$ cat config.mk
export PLATFORM = sky130hd
export DESIGN_NAME = sprite_palette_encoder
export DESIGN_NICKNAME = d
export VERILOG_FILES = /design/src/rtl/sprite_palette_encoder.sv
export SDC_FILE = /design/constraint.sdc
export NUM_CORES = 1
export LEC_CHECK = 0
export BUFFER_PORTS_ARGS = -buffer_cell sky130_fd_sc_hd__buf_2
export CORE_MARGIN = 2
export CORE_UTILIZATION = 45
export CTS_CLUSTER_DIAMETER = 60
export DETAILED_ROUTE_END_ITERATION = 8
export PLACE_DENSITY = 0.62
export SKIP_LAST_GASP = 1
export SYNTH_ARGS = -nofsm -noshare
export SYNTH_HDL_FRONTEND = slang
export SYNTH_SLANG_ARGS = --single-unit
$ cat constraint.sdc
create_clock -name pixel_clk_in -period 3.1 [get_ports pixel_clk_in]
set_input_delay 0.62 -clock pixel_clk_in [delete_from_list [all_inputs] [get_ports pixel_clk_in]]
set_output_delay 0.62 -clock pixel_clk_in [all_outputs]
set_load 0.02 [all_outputs]
$ cat src/rtl/sprite_palette_encoder.sv
// Streams raster-ordered RGB444 pixels into palette-indexed sprite storage,
// driving image and palette BRAM write ports. Optional TRANSPARENT_KEY_EN reserves index 0 for 12'h000.
module sprite_palette_encoder #(
    parameter int WIDTH         = 256,
    parameter int HEIGHT        = 256,
    parameter int PALETTE_DEPTH = 16
) (
    input  logic                                pixel_clk_in,
    input  logic                                rst_in,
    input  logic                                start_in,
    input  logic [11:0]                         pixel_in,
    input  logic                                pixel_valid_in,
    output logic                                pixel_ready_out,
    output logic                                img_we_out,
    output logic [$clog2(WIDTH*HEIGHT)-1:0]     img_addr_out,
    output logic [7:0]                          img_data_out,
    output logic                                pal_we_out,
    output logic [7:0]                          pal_addr_out,
    output logic [11:0]                         pal_data_out,
    output logic                                busy_out,
    output logic                                done_out,
    output logic                                overflow_out,
    output logic [8:0]                          colors_used_out
);
    // state  | meaning
    // S_IDLE | waiting for start_in; palette and outputs hold last image's result
    // S_RUN  | accepting pixels, one handshake per cycle

    localparam int NPIX = WIDTH * HEIGHT;
    localparam int AW   = $clog2(NPIX);
    localparam logic [AW-1:0] LAST_ADDR = AW'(NPIX - 1);
    localparam logic [8:0]    DEPTH9    = 9'(PALETTE_DEPTH);

    typedef enum logic {
        S_IDLE = 1'b0,
        S_RUN  = 1'b1
    } state_t;

    state_t state, state_nxt;

    logic [11:0]              pal_color [PALETTE_DEPTH];
    logic [PALETTE_DEPTH-1:0] pal_valid;
    logic [8:0]               colors_used;
    logic [AW-1:0]            pix_cnt;
    logic                     overflow;

    logic                     start_go;
    logic                     handshake;
    logic                     last_pixel;
    logic [PALETTE_DEPTH-1:0] match;
    logic                     hit;
    logic [7:0]               hit_idx;
    logic                     key_hit;
    logic                     pal_full;
    logic                     alloc;
    logic                     full_miss;
    logic [7:0]               pix_idx;

    always_ff @(posedge pixel_clk_in or negedge rst_in) begin
        if (!rst_in) state <= S_IDLE;
        else         state <= state_nxt;
    end

    always_comb begin
        state_nxt       = state;
        start_go        = 1'b0;
        handshake       = 1'b0;
        pixel_ready_out = 1'b0;
        case (state)
            S_IDLE: begin
                if (start_in) begin
                    start_go  = 1'b1;
                    state_nxt = S_RUN;
                end
            end
            S_RUN: begin
                pixel_ready_out = 1'b1;
                if (pixel_valid_in) begin
                    handshake = 1'b1;
                    if (pix_cnt == LAST_ADDR) state_nxt = S_IDLE;
                end
            end
            default: state_nxt = S_IDLE;
        endcase
    end

    assign last_pixel = (pix_cnt == LAST_ADDR);
    assign busy_out   = (state == S_RUN);

    // Parallel compare against every valid entry; the lowest match wins.
    always_comb begin
        for (int i = 0; i < PALETTE_DEPTH; i++) begin
            match[i] = pal_valid[i] && (pal_color[i] == pixel_in);
        end
    end

    always_comb begin
        hit     = |match;
        hit_idx = 8'd0;
        for (int i = PALETTE_DEPTH - 1; i >= 0; i--) begin
            if (match[i]) hit_idx = 8'(i);
        end
    end

`ifdef TRANSPARENT_KEY_EN
    assign key_hit = (pixel_in == 12'h000);
`else
    assign key_hit = 1'b0;
`endif

    assign pal_full  = (colors_used >= DEPTH9);
    assign alloc     = handshake && !hit && !key_hit && !pal_full;
    assign full_miss = handshake && !hit && !key_hit && pal_full;

    always_comb begin
        pix_idx = 8'd0;
        if (key_hit)        pix_idx = 8'd0;
        else if (hit)       pix_idx = hit_idx;
        else if (!pal_full) pix_idx = colors_used[7:0];
    end

    always_ff @(posedge pixel_clk_in or negedge rst_in) begin
        if (!rst_in) begin
            pal_valid   <= '0;
            colors_used <= 9'd0;
            overflow    <= 1'b0;
            for (int i = 0; i < PALETTE_DEPTH; i++) pal_color[i] <= 12'h000;
        end else if (start_go) begin
            overflow <= 1'b0;
`ifdef TRANSPARENT_KEY_EN
            pal_valid    <= PALETTE_DEPTH'(1);
            pal_color[0] <= 12'h000;
            colors_used  <= 9'd1;
`else
            pal_valid   <= '0;
            colors_used <= 9'd0;
`endif
        end else begin
            if (alloc) begin
                for (int i = 0; i < PALETTE_DEPTH; i++) begin
                    if (colors_used == 9'(i)) begin
                        pal_valid[i] <= 1'b1;
                        pal_color[i] <= pixel_in;
                    end
                end
                colors_used <= colors_used + 9'd1;
            end
            if (full_miss) overflow <= 1'b1;
        end
    end

    always_ff @(posedge pixel_clk_in or negedge rst_in) begin
        if (!rst_in)          pix_cnt <= '0;
        else if (start_go)    pix_cnt <= '0;
        else if (handshake && !last_pixel) pix_cnt <= pix_cnt + AW'(1);
    end

    // Write ports are registered: every handshake lands exactly one cycle later.
    always_ff @(posedge pixel_clk_in or negedge rst_in) begin
        if (!rst_in) begin
            img_we_out   <= 1'b0;
            img_addr_out <= '0;
            img_data_out <= 8'd0;
            pal_we_out   <= 1'b0;
            pal_addr_out <= 8'd0;
            pal_data_out <= 12'h000;
            done_out     <= 1'b0;
        end else begin
            img_we_out <= handshake;
            done_out   <= handshake && last_pixel;
            if (handshake) begin
                img_addr_out <= pix_cnt;
                img_data_out <= pix_idx;
            end
`ifdef TRANSPARENT_KEY_EN
            pal_we_out <= alloc || start_go;
            if (start_go) begin
                pal_addr_out <= 8'd0;
                pal_data_out <= 12'h000;
            end else if (alloc) begin
                pal_addr_out <= colors_used[7:0];
                pal_data_out <= pixel_in;
            end
`else
            pal_we_out <= alloc;
            if (alloc) begin
                pal_addr_out <= colors_used[7:0];
                pal_data_out <= pixel_in;
            end
`endif
        end
    end

    assign overflow_out    = overflow;
    assign colors_used_out = colors_used;

endmodule

==> out/metrics.cfg <==
[placed_design]
portBuffers = 74
place_inst = 1568
hpwl_mm = 21.1
place_area_um2 = 15700
pre_cts_ws_ps = -504
finalWeightedCongestion = 0.882

[timing]
setup_slack_ps = 22.8
finalMaxSlewViolations = 0
fin_crit_sh_pct = 99.3
tightest_slew_ps = 916
hold_viol = 0
fmax_mhz = 325
clock_skew_ps = 7.62
rsz0062_at_grt = no
relSlewSlack_pct = 37.3
setup_tns_ps = 0
fin_crit_ps = 3080
hold_slack_ps = 95.1
setup_viol = 0

[clock_network]
cts_buffers = 35
cts_hold_buf = 0
cts-root-buf = clkbuf_16
post_cts_buffers = 0
cts_max_level = 2
clk_pin_slew_ps = 60
cts_buffer_depth = 3
cts_tree = built
cts.sinks = 282
clk_latency_ps = 500

[floorplanning]
fp.dieW_um = 180
die_h_um = 180
start_util_pct = 45.6
coreArea_um2 = 30600
ios = 75
num_rows = 64
die_area_um2 = 32400

[setup_path]
crit_type = input port to flip-flop
cpPeakStageDelay_ps = 780
path_cells = buf_2 -> buf_12 -> buf_4 -> xnor2_1 -> nand4_1 -> nor4_1 -> or4_4 -> nor4_4 -> buf_4 -> a2111oi_0 -> buf_4 -> a221o_1
arrival_ps = 3510
crit_slowest_cell = a2111oi_0
path_common_cell = buf_4
reg2reg_to = img_data_out[1]$_DFFE_PN0P_
rr_worst_depth = 10
critPathLaunchType = input port
r2r_slack_ps = 150
endpoint_kind = flip-flop
cp_max_fo = 21
critical_path_buf_inv_count = 5
required_ps = 3530
crit_family = simple AND/OR/NAND/NOR gates
r2r-start = pal_color[99]$_DFFE_PN0P_

[synthesis]
synthAdderAreaFrac_pct = 0.449
yosys.area_share.simple_pct = 9.47
synthXorXnorAreaFrac_pct = 12.7
yosys-top-cells-area = dfrtp_1 51%, xnor2_1 12%, mux2_2 12%
ys_seq_elements = 282
synth_warnings = 0
synth-compound-area-share_pct = 1.91
yosysTopAreaCellShare_pct = 50.6
netlist_instances = 1067
synth_ff_type = dfrtp_1
synth_top_family_by_area = multiplexers
ys_types = 53
synthMuxAreaShare_pct = 19.5
seq_area_frac_synth_pct = 50.6
async_flop_share_pct = 100
synth_edf_count = 0
netlist_area_um2 = 13900
synth_top_cell_by_area = dfrtp_1
avgSynthCellArea_um2 = 13.1
syn_nets = 1088

[grt]
antenna_found_initial = 0
grt_pass1_wl_mm = 52.0
grt_max_degree = 77
grt_overflow = 0
grt_use_total_pct = 20.1
first_global_vias = 9027

[outcome]
status = complete, no violations

[pwr]
power_frac_clock_pct = 26.9
max-vdd-ir-drop_v = 0.000504
pwr-share-seq_pct = 41.9
p_int_mw = 10.2
pwr-share-comb_pct = 31.2
p_total_mw = 14.6
p_leak_nw = 7.67
switching_share_pct = 30.5
p_sw_mw = 4.46
p_per_area_nw_per_um2 = 870

[layout]
final_util_pct = 55.0
syn_to_final_growth_pct = 20.5
final_cell_area_um2 = 16800
fin_nets = 1230
fin_cells = 1629
diodes = 0
drive_gt1_share_pct = 37.5

[job]
maxCapViolCount = 0

[routing]
drt-total-wl_mm = 31.8
viasPerCell = 5.21
ant_nets = 0
wire_per_inst_um = 19.5
drt_iter0_markers = 439
num_vias = 8488
drc = 0
drt_pass1_iterations = 4

[hold_path]
hold_path_class = input port to async pin

[cells in the mapped netlist (9+ instances only)]
cell,instances
a21oi_1,9
and2_1,12
and3_1,9
buf_2,13
buf_4,19
buf_6,29
clkbuf_1,18
dfrtp_1,282
mux2_1,27
mux2_2,143
mux2_4,53
nand2_1,46
nand3_1,24
nand4_1,38
nor2_1,28
nor4_1,22
o21ai_0,10
xnor2_1,186
xor2_1,16
[logic make-up after synthesis]
group | after synthesis
flip-flops | 282
AO/OA/AOI/OAI | 40
multiplexers | 224
buffers and inverters | 95
XOR/XNOR | 202
AND/OR/NAND/NOR | 219
adder cells (fa/ha/maj) | 5
[power groups by stage]
stage | clock network, mW | logic, mW | registers, mW
after CTS | 4.02 | 4.61 | 6.12
after detailed placement | 0 | 4.59 | 6.15
after global routing | 4.21 | 4.95 | 6.30
final | 3.94 | 4.56 | 6.12
after global placement | 0 | 4.51 | 6.11
after floorplan | 0 | 3.43 | 6.14
[placed cells by master (no fill, tap or decap), types with 6 or more instances in the layout]
| master | count |
|---|---|
| clkbuf_16 | 37 |
| nor2_1 | 28 |
| dfrtp_1 | 282 |
| xor2_1 | 16 |
| nand4_1 | 38 |
| a21o_1 | 8 |
| inv_1 | 8 |
| nor4_2 | 8 |
| and3_1 | 7 |
| buf_4 | 85 |
| buf_12 | 34 |
| o21ai_0 | 10 |
| nor2b_1 | 8 |
| and2_1 | 12 |
| nand2_1 | 46 |
| mux2_2 | 80 |
| nor4_1 | 17 |
| nand3_1 | 24 |
| mux2_1 | 26 |
| clkbuf_1 | 12 |
| buf_2 | 70 |
| mux2_4 | 117 |
| a21oi_1 | 9 |
| xnor2_1 | 186 |
| nand4_4 | 6 |
[worst max-delay path by stage]
stage	startpoint	to	slack [ps]	cells after the start
after CTS	pixel_in[8]	pal_color[8]$_DFFE_PN0P_	30	11
after floorplan	pixel_in[0]	pal_color[136]$_DFFE_PN0P_	-180	14
after detailed placement	pixel_in[4]	pal_color[69]$_DFFE_PN0P_	-500	14
final	pixel_in[7]	img_data_out[1]$_DFFE_PN0P_	20	12
after global placement	pixel_in[4]	pal_color[69]$_DFFE_PN0P_	-510	14
after global routing	pixel_in[3]	pal_color[58]$_DFFE_PN0P_	9	12
[worst reg2reg max path, stage by stage (launching register included)]
cell and delay, ps:
dfrtp_1 400, xnor2_1 160, nand4_1 120, nor4_2 520, buf_4 230, nor4_1 50
o31ai_1 60, o311ai_0 160, a2111oi_0 860, buf_4 230, a221o_1 100
[sequential cells by signal, indices dropped and copies added, names as in the netlist, 8 cells and up]
signal	flops
colors_used_out	9
pal_addr_out	8
pal_data_out	12
pal_color	192
img_addr_out	16
pix_cnt	16
pal_valid	16
img_data_out	8
[layout make-up]
cell class	instances	area, um^2
clock buffer	54	1040
clock inverter	7	73.8
fill	2591	13800
inverter	8	30.0
tap	396	495
timing repair buffer	192	1700
sequential	282	7060
multi-input combinational	690	6420
[layer usage]
metal / GRT usage (%) / up-vias / share of wire, %
li1: - / 3943 / -
met1: 29.1 / 4338 / 48
met2: 31.6 / 158 / 46
met3: 2.77 / 49 / 3.7
met4: 5.97 / 0 / 2.4
met5: 0 / - / 0
[what timing repair did]
item	4_1_cts	5_1_grt
endpoints found under the hold margin	0	0
resized for setup	1	3
endpoints found under the setup margin	1	163
Power figures use the tool's default switching activity.
